`src/rtl/snn_frame_loader.sv`:
```
// snn_frame_loader: unpacks UART bytes LSB-first into the 1-bit input RAM,
// pulses start once a full image is stored, then holds off until the SNN
// core reports done. An inter-byte timeout discards partial frames.
//
// Handshake: rx_rdy is a one-cycle strobe qualifying rx_data. There is no
// backpressure; a strobe arriving in WRITE or BUSY drops the byte and is
// flagged on overrun one cycle later. core_done is a strobe honoured only
// in BUSY.
module snn_frame_loader #(
    parameter int NUM_BITS    = 784,
    parameter int ADDR_W      = 10,
    parameter int TIMEOUT_CYC = 1_000_000
) (
    input  logic              clk,
    input  logic              rst_n,
    input  logic              rx_rdy,
    input  logic [7:0]        rx_data,
    input  logic              core_done,
    output logic [ADDR_W-1:0] ram_addr,
    output logic              ram_wdata,
    output logic              ram_we,
    output logic              start,
    output logic              busy,
    output logic              frame_err,
    output logic              overrun,
    output logic [2:0]        dbg_state
);

    localparam int TW = (TIMEOUT_CYC > 2) ? $clog2(TIMEOUT_CYC) : 1;
    localparam logic [TW-1:0]     T_LAST   = TW'(TIMEOUT_CYC - 1);
    localparam logic [ADDR_W:0]   BITS_END = (ADDR_W + 1)'(NUM_BITS);

    typedef enum logic [2:0] {
        S_IDLE  = 3'd0,
        S_WRITE = 3'd1,
        S_WAIT  = 3'd2,
        S_START = 3'd3,
        S_BUSY  = 3'd4
    } state_t;

    state_t            state, state_n;
    logic [7:0]        shreg, shreg_n;
    logic [ADDR_W-1:0] baddr, baddr_n;
    logic [2:0]        bcnt, bcnt_n;
    logic [TW-1:0]     tcnt, tcnt_n;
    logic              start_q, err_q, ovr_q;
    logic              start_n, err_n, ovr_n;
    logic              last_bit;

    // True when the bit being written is the final bit of the image.
    assign last_bit = (({1'b0, baddr} + (ADDR_W + 1)'(1)) == BITS_END);

    // State and datapath registers; pulse outputs are registered here too.
    always_ff @(posedge clk or negedge rst_n) begin
        if (!rst_n) begin
            state   <= S_IDLE;
            shreg   <= '0;
            baddr   <= '0;
            bcnt    <= '0;
            tcnt    <= '0;
            start_q <= 1'b0;
            err_q   <= 1'b0;
            ovr_q   <= 1'b0;
        end else begin
            state   <= state_n;
            shreg   <= shreg_n;
            baddr   <= baddr_n;
            bcnt    <= bcnt_n;
            tcnt    <= tcnt_n;
            start_q <= start_n;
            err_q   <= err_n;
            ovr_q   <= ovr_n;
        end
    end

    // Next-state, datapath updates and write enable.
    always_comb begin
        state_n = state;
        shreg_n = shreg;
        baddr_n = baddr;
        bcnt_n  = bcnt;
        tcnt_n  = tcnt;
        err_n   = 1'b0;
        ovr_n   = 1'b0;
        ram_we  = 1'b0;
        case (state)
            S_IDLE: begin
                baddr_n = '0;
                if (rx_rdy) begin
                    shreg_n = rx_data;
                    bcnt_n  = '0;
                    state_n = S_WRITE;
                end
            end
            S_WRITE: begin
                ram_we  = 1'b1;
                ovr_n   = rx_rdy;
                shreg_n = shreg >> 1;
                baddr_n = baddr + ADDR_W'(1);
                bcnt_n  = bcnt + 3'd1;
                if (bcnt == 3'd7) begin
                    if (last_bit) begin
                        // Never let baddr step past the last image bit.
                        baddr_n = '0;
                        state_n = S_START;
                    end else begin
                        tcnt_n  = '0;
                        state_n = S_WAIT;
                    end
                end
            end
            S_WAIT: begin
                tcnt_n = tcnt + TW'(1);
                // A byte on the terminal cycle still wins over the timeout.
                if (rx_rdy) begin
                    shreg_n = rx_data;
                    bcnt_n  = '0;
                    state_n = S_WRITE;
                end else if (tcnt == T_LAST) begin
                    err_n   = 1'b1;
                    baddr_n = '0;
                    state_n = S_IDLE;
                end
            end
            S_START: begin
                baddr_n = '0;
                state_n = S_BUSY;
            end
            S_BUSY: begin
                ovr_n = rx_rdy;
                if (core_done) begin
                    state_n = S_IDLE;
                end
            end
            default: begin
                baddr_n = '0;
                state_n = S_IDLE;
            end
        endcase
    end

    // start is raised for the single cycle spent in START.
    always_comb begin
        start_n = (state_n == S_START);
    end

    assign ram_addr  = baddr;
    assign ram_wdata = shreg[0];
    assign start     = start_q;
    assign busy      = (state == S_START) || (state == S_BUSY);
    assign frame_err = err_q;
    assign overrun   = ovr_q;
    assign dbg_state = state;

endmodule

```
`config.mk`:
```
export PLATFORM = sky130hd
export DESIGN_NAME = snn_frame_loader
export DESIGN_NICKNAME = d
export VERILOG_FILES = /design/src/rtl/snn_frame_loader.sv
export SDC_FILE = /design/constraint.sdc
export NUM_CORES = 1
export LEC_CHECK = 0
export ABC_AREA = 1
export BUFFER_PORTS_ARGS = -buffer_cell sky130_fd_sc_hd__buf_4
export CORE_AREA = 5 5 76 78
export CTS_CLUSTER_DIAMETER = 60
export CTS_CLUSTER_SIZE = 20
export DETAILED_ROUTE_END_ITERATION = 12
export DIE_AREA = 0 0 81 83
export PLACE_DENSITY = 0.88
export SETUP_SLACK_MARGIN = 0.5
export SYNTH_ARGS = -nofsm -noshare
export SYNTH_HDL_FRONTEND = slang
export SYNTH_SLANG_ARGS = --single-unit
export TNS_END_PERCENT = 30
```
`constraint.sdc`:
```
create_clock -name clk -period 2 [get_ports clk]
set_input_delay 0.2 -clock clk [delete_from_list [all_inputs] [get_ports clk]]
set_output_delay 0.2 -clock clk [all_outputs]
set_load 0.005 [all_outputs]
```
==> Word level (Yosys, flattened, before mapping) <==
Index checks and enable logic that the tools add are counted.
{ "word_totals": {"inputBits": 12, "elab_cells": 59, "ff_bits": 47, "latch_bits": 0, "ramBits": 0, "out_inout_bits": 19, "mem_bits_ro": 0, "memories": 0} }
{ "classes": {"multipliers": 0, "n_lt_le_gt_ge": 0, "n_eq_ne": 13, "add_sub_neg": 4, "muxes": 24, "div": 0, "n_shift": 0, "bitwise_logic": 1, "n_reduce_logical": 9} }
{ "ops": {"columns": ["op", "count"], "rows": [
  ["$mux 10", 4],
  ["$mux 20", 2],
  ["$pmux 20 s2", 1],
  ["$pmux 10 s3", 1],
  ["$add 20x1->20 const B", 1],
  ["$eq 20x20->1 const B", 1],
  ["$mux 3", 6],
  ["$pmux 8 s2", 1],
  ["$pmux 3 s5", 1],
  ["$add 10x1->11 const B", 1],
  ["$eq 11x10->1 const B", 1],
  ["$add 10x1->10 const B", 1],
  ["$eq 3x2->1 const B", 3],
  ["$mux 8", 1],
  ["$ne 2x2->1 const B", 4],
  ["$eq 3x3->1 const B", 2],
  ["$mux 1", 6],
  ["$pmux 3 s2", 1],
  ["$reduce_and 3->1", 2],
  ["$reduce_bool 2->1", 2],
  ["$reduce_or 2->1", 2],
  ["$add 3x1->3 const B", 1],
  ["$eq 3x1->1 const B", 1],
  ["$logic_not 3->1", 1],
  ["4 further kinds", 4]
]} }

==> Longest topological paths before layout <==
{ "logic_depth": {"ltp_word": 6, "depth_mapped": 13, "mapped_depth_nobuf": 12} }

==> Worst setup path before layout <==
Ideal clock, no wire load.
{ "synth_path": {"path_kind": "register -> register", "startpoint": "reg baddr[0], in the netlist ram_addr[0]", "endpoint": "reg tcnt[13]", "n_path_buf": 1, "synth_period_minus_slack_ns": 1.703, "required_ns": 1.936, "arrival_time_ns": 1.639, "stages_incl_launch_ff": 14, "setup_ns": 0.064, "setup_slack_ns": 0.297, "cell_sequence": "dfrtp_1 -> ha_1 -> nand2_1 -> inv_1 -> nand2_1 -> nand2_1 -> nor2_2 -> nand3_2 -> nor2_4 -> nand3_2 -> nand2_2 -> buf_6 -> nand2_2 -> nand2_2"} }
{ "synth_between": {"elab_chain_cells": 4} }
{ "synth_rtl": {"columns": ["element", "line_no", "rtl"], "rows": [
  ["from (decl)", "43", "logic [ADDR_W-1:0] baddr, baddr_n;"],
  ["from (signal assigned)", "67", "baddr <= baddr_n;"],
  ["$add 10x1->11", "51", "assign last_bit = (({1'b0, baddr} + (ADDR_W + 1)'(1)) == BITS_END);"],
  ["$eq 11x10->1", "51", null],
  ["$ne 2x2->1 (no source line)", null, null],
  ["$reduce_and 3->1 (no source line)", null, null],
  ["to (signal assigned)", "69", "tcnt <= tcnt_n;"],
  ["to (decl)", "45", "logic [TW-1:0] tcnt, tcnt_n;"]
]} }
No other way between the ends.
A chain may end at the register's enable or synchronous reset.

==> Worst setup path after layout <==
{ "layout_path": {"startpoint": "reg tcnt[1]", "endpoint": "reg tcnt[14]"} }
{ "layout_between": {"elab_chain_cells": 2} }
{ "layout_rtl": {"columns": ["element", "line_no", "rtl"], "rows": [
  ["$add 20x1->20", "113", "tcnt_n = tcnt + TW'(1);"],
  ["$pmux 20 s2", "86", "case (state)"]
]} }
No other way between the ends.

==> results_dict.tcl <==
set metrics [dict create \
    dpl_cell_area_um2 3180 \
    io_pins 31 \
    cts.sinks 47 \
    synth_fp_nets 393 \
    chipHeight_um 83 \
    fmax_ghz 0.549 \
    cts_tree "built" \
    r2r_end "tcnt[14]$_DFFE_PN0P_" \
    hold_end "dbg_state[2]$_DFF_PN0_" \
    drive_gt1_share_pct 30.4 \
    power_report.internal_total_uw 2160 \
    min_from "core_done" \
    initial_core_util_pct 56.1 \
    r2r_setup_slack_ns 0.18 \
    pwr-share-clk_pct 20.8 \
    fillers 362 \
    cpPeakStageDelay_ns 0.45 \
    setup.worst_path.class "reg -> reg" \
    synthToLayoutAreaGrowth_pct 28.3 \
    p_per_area_nw_per_um2 955 \
    nets 443 \
    grt_pass1_wl_um 11000 \
    hold_violations 0 \
    status "finished, final reports clean" \
    grt_max_degree 48 \
    num_vias 2729 \
    final-setup-viol-count 0 \
    instances_no_fill 497 \
    totalWireLength_um 7050 \
    via_per_inst 5.49 \
    final_antenna_net_count 0 \
    tightest_slew_ns 0.600 \
    max-slew-margin-rel_pct 60.0 \
    cts_inserted_buffers 5 \
    r2r_cells 7 \
    p_leak_uw 0.00175 \
    clockRootBuffer "clkbuf_8" \
    synth.distinct_cells 31 \
    die_x_um 81 \
    cp.required_ns 2.25 \
    cap_violations 0 \
    finalMaxSlewViolations 0 \
    finalWorstSetupSlack_ns 0.179 \
    grt_use_total_pct 20.1 \
    synth_area_per_cell_um2 7.48 \
    p_switching_uw 1290 \
    finalCritPeriodShare_pct 91.0 \
    crit_chain "ha_4, nand2_2, nor3_4, nand4_1, xor2_1, or2_2, nand2_1" \
    setup_tns_ns 0 \
    crit_buf_inv 0 \
    die_area_um2 6720 \
    rsz0062_at_grt "yes" \
    drcViolationCount 0 \
    drtIter0Drc 228 \
    critPathMaxFanout 5 \
    drtPass1Iterations 7 \
    wl_per_cell_um 14.2 \
    synth_area_um2 2810 \
    cp-end-kind "register" \
    grt_antenna_before_repair 0 \
    core_um2 5010 \
    clk_latency_ns 0.31 \
    path_clk_slew_ns 0.10 \
    yosysWarnings 0 \
    crit_family "simple AND/OR/NAND/NOR gates" \
    period_needed_ns 1.82 \
    grt_pass1_vias 2394 \
    gp_congestion 0.913 \
    finalCoreUtilization_pct 72.0 \
    crit_path_start_kind "register" \
    hold_depth 2 \
    cp_data_arrival_time_ns 2.07 \
    diodes 0 \
    overflow 0 \
    p_seq_share_pct 37.5 \
    design_area_um2 3610 \
    core.rowCount 26 \
    hp-class "in -> reg" \
    place_hpwl_um 4500 \
    power.switching_fraction_pct 37.3 \
    place_worst_setup_slack_ns 0.231 \
    irDropWorstVdd_v 0.000504 \
    synth.yosys.seq_area_share_pct 41.8 \
    htreeDepth 2 \
    r2r_start "tcnt[1]$_DFFE_PN0P_" \
    placed_cells 475 \
    cts.path.max_buffers 2 \
    netlist_instances 376 \
    synth_seq_cells 47 \
    finClkSkew_ns 0.0168 \
    io_buffers 30 \
    crit_slowest_cell "dfrtp_1" \
    pwr-share-comb_pct 41.7 \
]
==> sequential cells by signal (all words and copies together) (netlist names) <==
name / cells
bcnt: 3
dbg_state: 3
frame_err: 1
overrun: 1
ram_addr: 10
shreg: 8
start: 1
tcnt: 20
==> layout make-up <==
| class | count | area [um2] | area share, % |
|---|---|---|---|
| clock buffers | 5 | 68.8 | 1.91 |
| clock inverters | 3 | 46.3 | 1.28 |
| inverters | 35 | 135 | 3.74 |
| multi-input cells | 288 | 1630 | 45.3 |
| flip-flops and latches | 47 | 1180 | 32.8 |
| well taps | 70 | 87.6 | 2.43 |
| repair buffers | 49 | 454 | 12.6 |
==> worst max path at each step <==
stage / start / endpoint / slack, ns / cells past startpoint
floorplan: ram_addr[1]$_DFFE_PN0P_ / tcnt[13]$_DFFE_PN0P_ / 0.39 / 13
global placement: ram_addr[0]$_DFFE_PN0P_ / tcnt[13]$_DFFE_PN0P_ / 0.29 / 13
detailed placement: ram_addr[2]$_DFFE_PN0P_ / tcnt[0]$_DFFE_PN0P_ / 0.23 / 11
CTS: ram_addr[1]$_DFFE_PN0P_ / tcnt[0]$_DFFE_PN0P_ / 0.24 / 13
global route: tcnt[1]$_DFFE_PN0P_ / tcnt[14]$_DFFE_PN0P_ / 0.06 / 7
finish: tcnt[1]$_DFFE_PN0P_ / tcnt[14]$_DFFE_PN0P_ / 0.18 / 7
==> cells in the mapped netlist <==
| master | instances | area [um2] |
|---|---|---|
| buf_6 | 2 | 22.5 |
| nor2_4 | 1 | 11.3 |
| buf_2 | 2 | 10.0 |
| nor2_1 | 24 | 90.1 |
| nor3_4 | 1 | 16.3 |
| nor2_2 | 5 | 31.3 |
| nand3b_1 | 4 | 30.0 |
| ha_1 | 5 | 62.6 |
| nand3_2 | 5 | 50.1 |
| xnor2_1 | 1 | 8.76 |
| a21o_1 | 2 | 15.0 |
| xor2_1 | 4 | 35.0 |
| nand3_1 | 42 | 210 |
| nand2_2 | 25 | 156 |
| o21a_1 | 1 | 7.51 |
| nand4_1 | 12 | 75.1 |
| o21bai_1 | 1 | 7.51 |
| nand2_1 | 116 | 435 |
| clkbuf_1 | 3 | 11.3 |
| inv_1 | 33 | 124 |
| nor3_1 | 7 | 35.0 |
| a21boi_0 | 1 | 7.51 |
| o21ai_0 | 13 | 65.1 |
| a21oi_1 | 2 | 10.0 |
| nor4_1 | 2 | 12.5 |
| o21ai_1 | 1 | 5.00 |
| nor3_2 | 2 | 20.0 |
| clkinv_1 | 2 | 7.51 |
| a31oi_1 | 3 | 18.8 |
| dfrtp_1 | 47 | 1180 |
| or2_2 | 7 | 43.8 |
==> routing by layer <==
metal	GRT usage, %	up-vias	routed length (um)
met2	32.3	109	3610
li1	-	1325	-
met1	28.0	1283	2830
met3	2.92	12	467
met4	5.84	0	146
met5	0	-	0
==> repair_timing <==
item | in CTS | in global routing
gates cloned | 1 | 3
gates resized for setup | 4 | 32
setup buffers | 0 | 9
hold endpoints to repair | 47 | 0
pin swaps | 2 | 9
setup endpoints to repair | 41 | 44
hold buffers | 1 | 0
==> metrics by stage <==
step	hold slack, ns	power (uW)
6_report	0.0803	3450
3_3_place_gp	0.239	2310
5_1_grt	0.0890	3680
4_1_cts	0.0867	3120
3_5_place_dp	0.248	2360
2_1_floorplan	-0.0956	1980
==> power groups by stage <==
stage	registers (uW)	logic (uW)	clock network, uW
global route	1320	1590	775
CTS	1290	1100	733
finish	1290	1440	716
global placement	1290	1020	0
floorplan	1290	689	0
detailed placement	1300	1050	0
==> cell families (layout without fill, tap and decap cells) <==
kind of cell	count (synthesis)	count (layout)	share of synthesized area (%)
flops	47	47	41.8
xor+xnor	5	5	1.56
buf+inv	42	92	6.23
compound gates	24	24	4.85
simple gates	253	254	43.3
fa+ha+maj	5	5	2.23
==> cells in the final DEF (no fill, tap or decap), types with 12 or more instances in the layout <==
master,Yosys,routed
nand2_1,116,104
nor2_1,24,23
o21ai_0,13,12
dfrtp_1,47,42
nand4_1,12,12
nand3_1,42,41
nand2_2,25,30
buf_4,0,42
inv_1,33,31
Power figures use the tool's default switching activity.
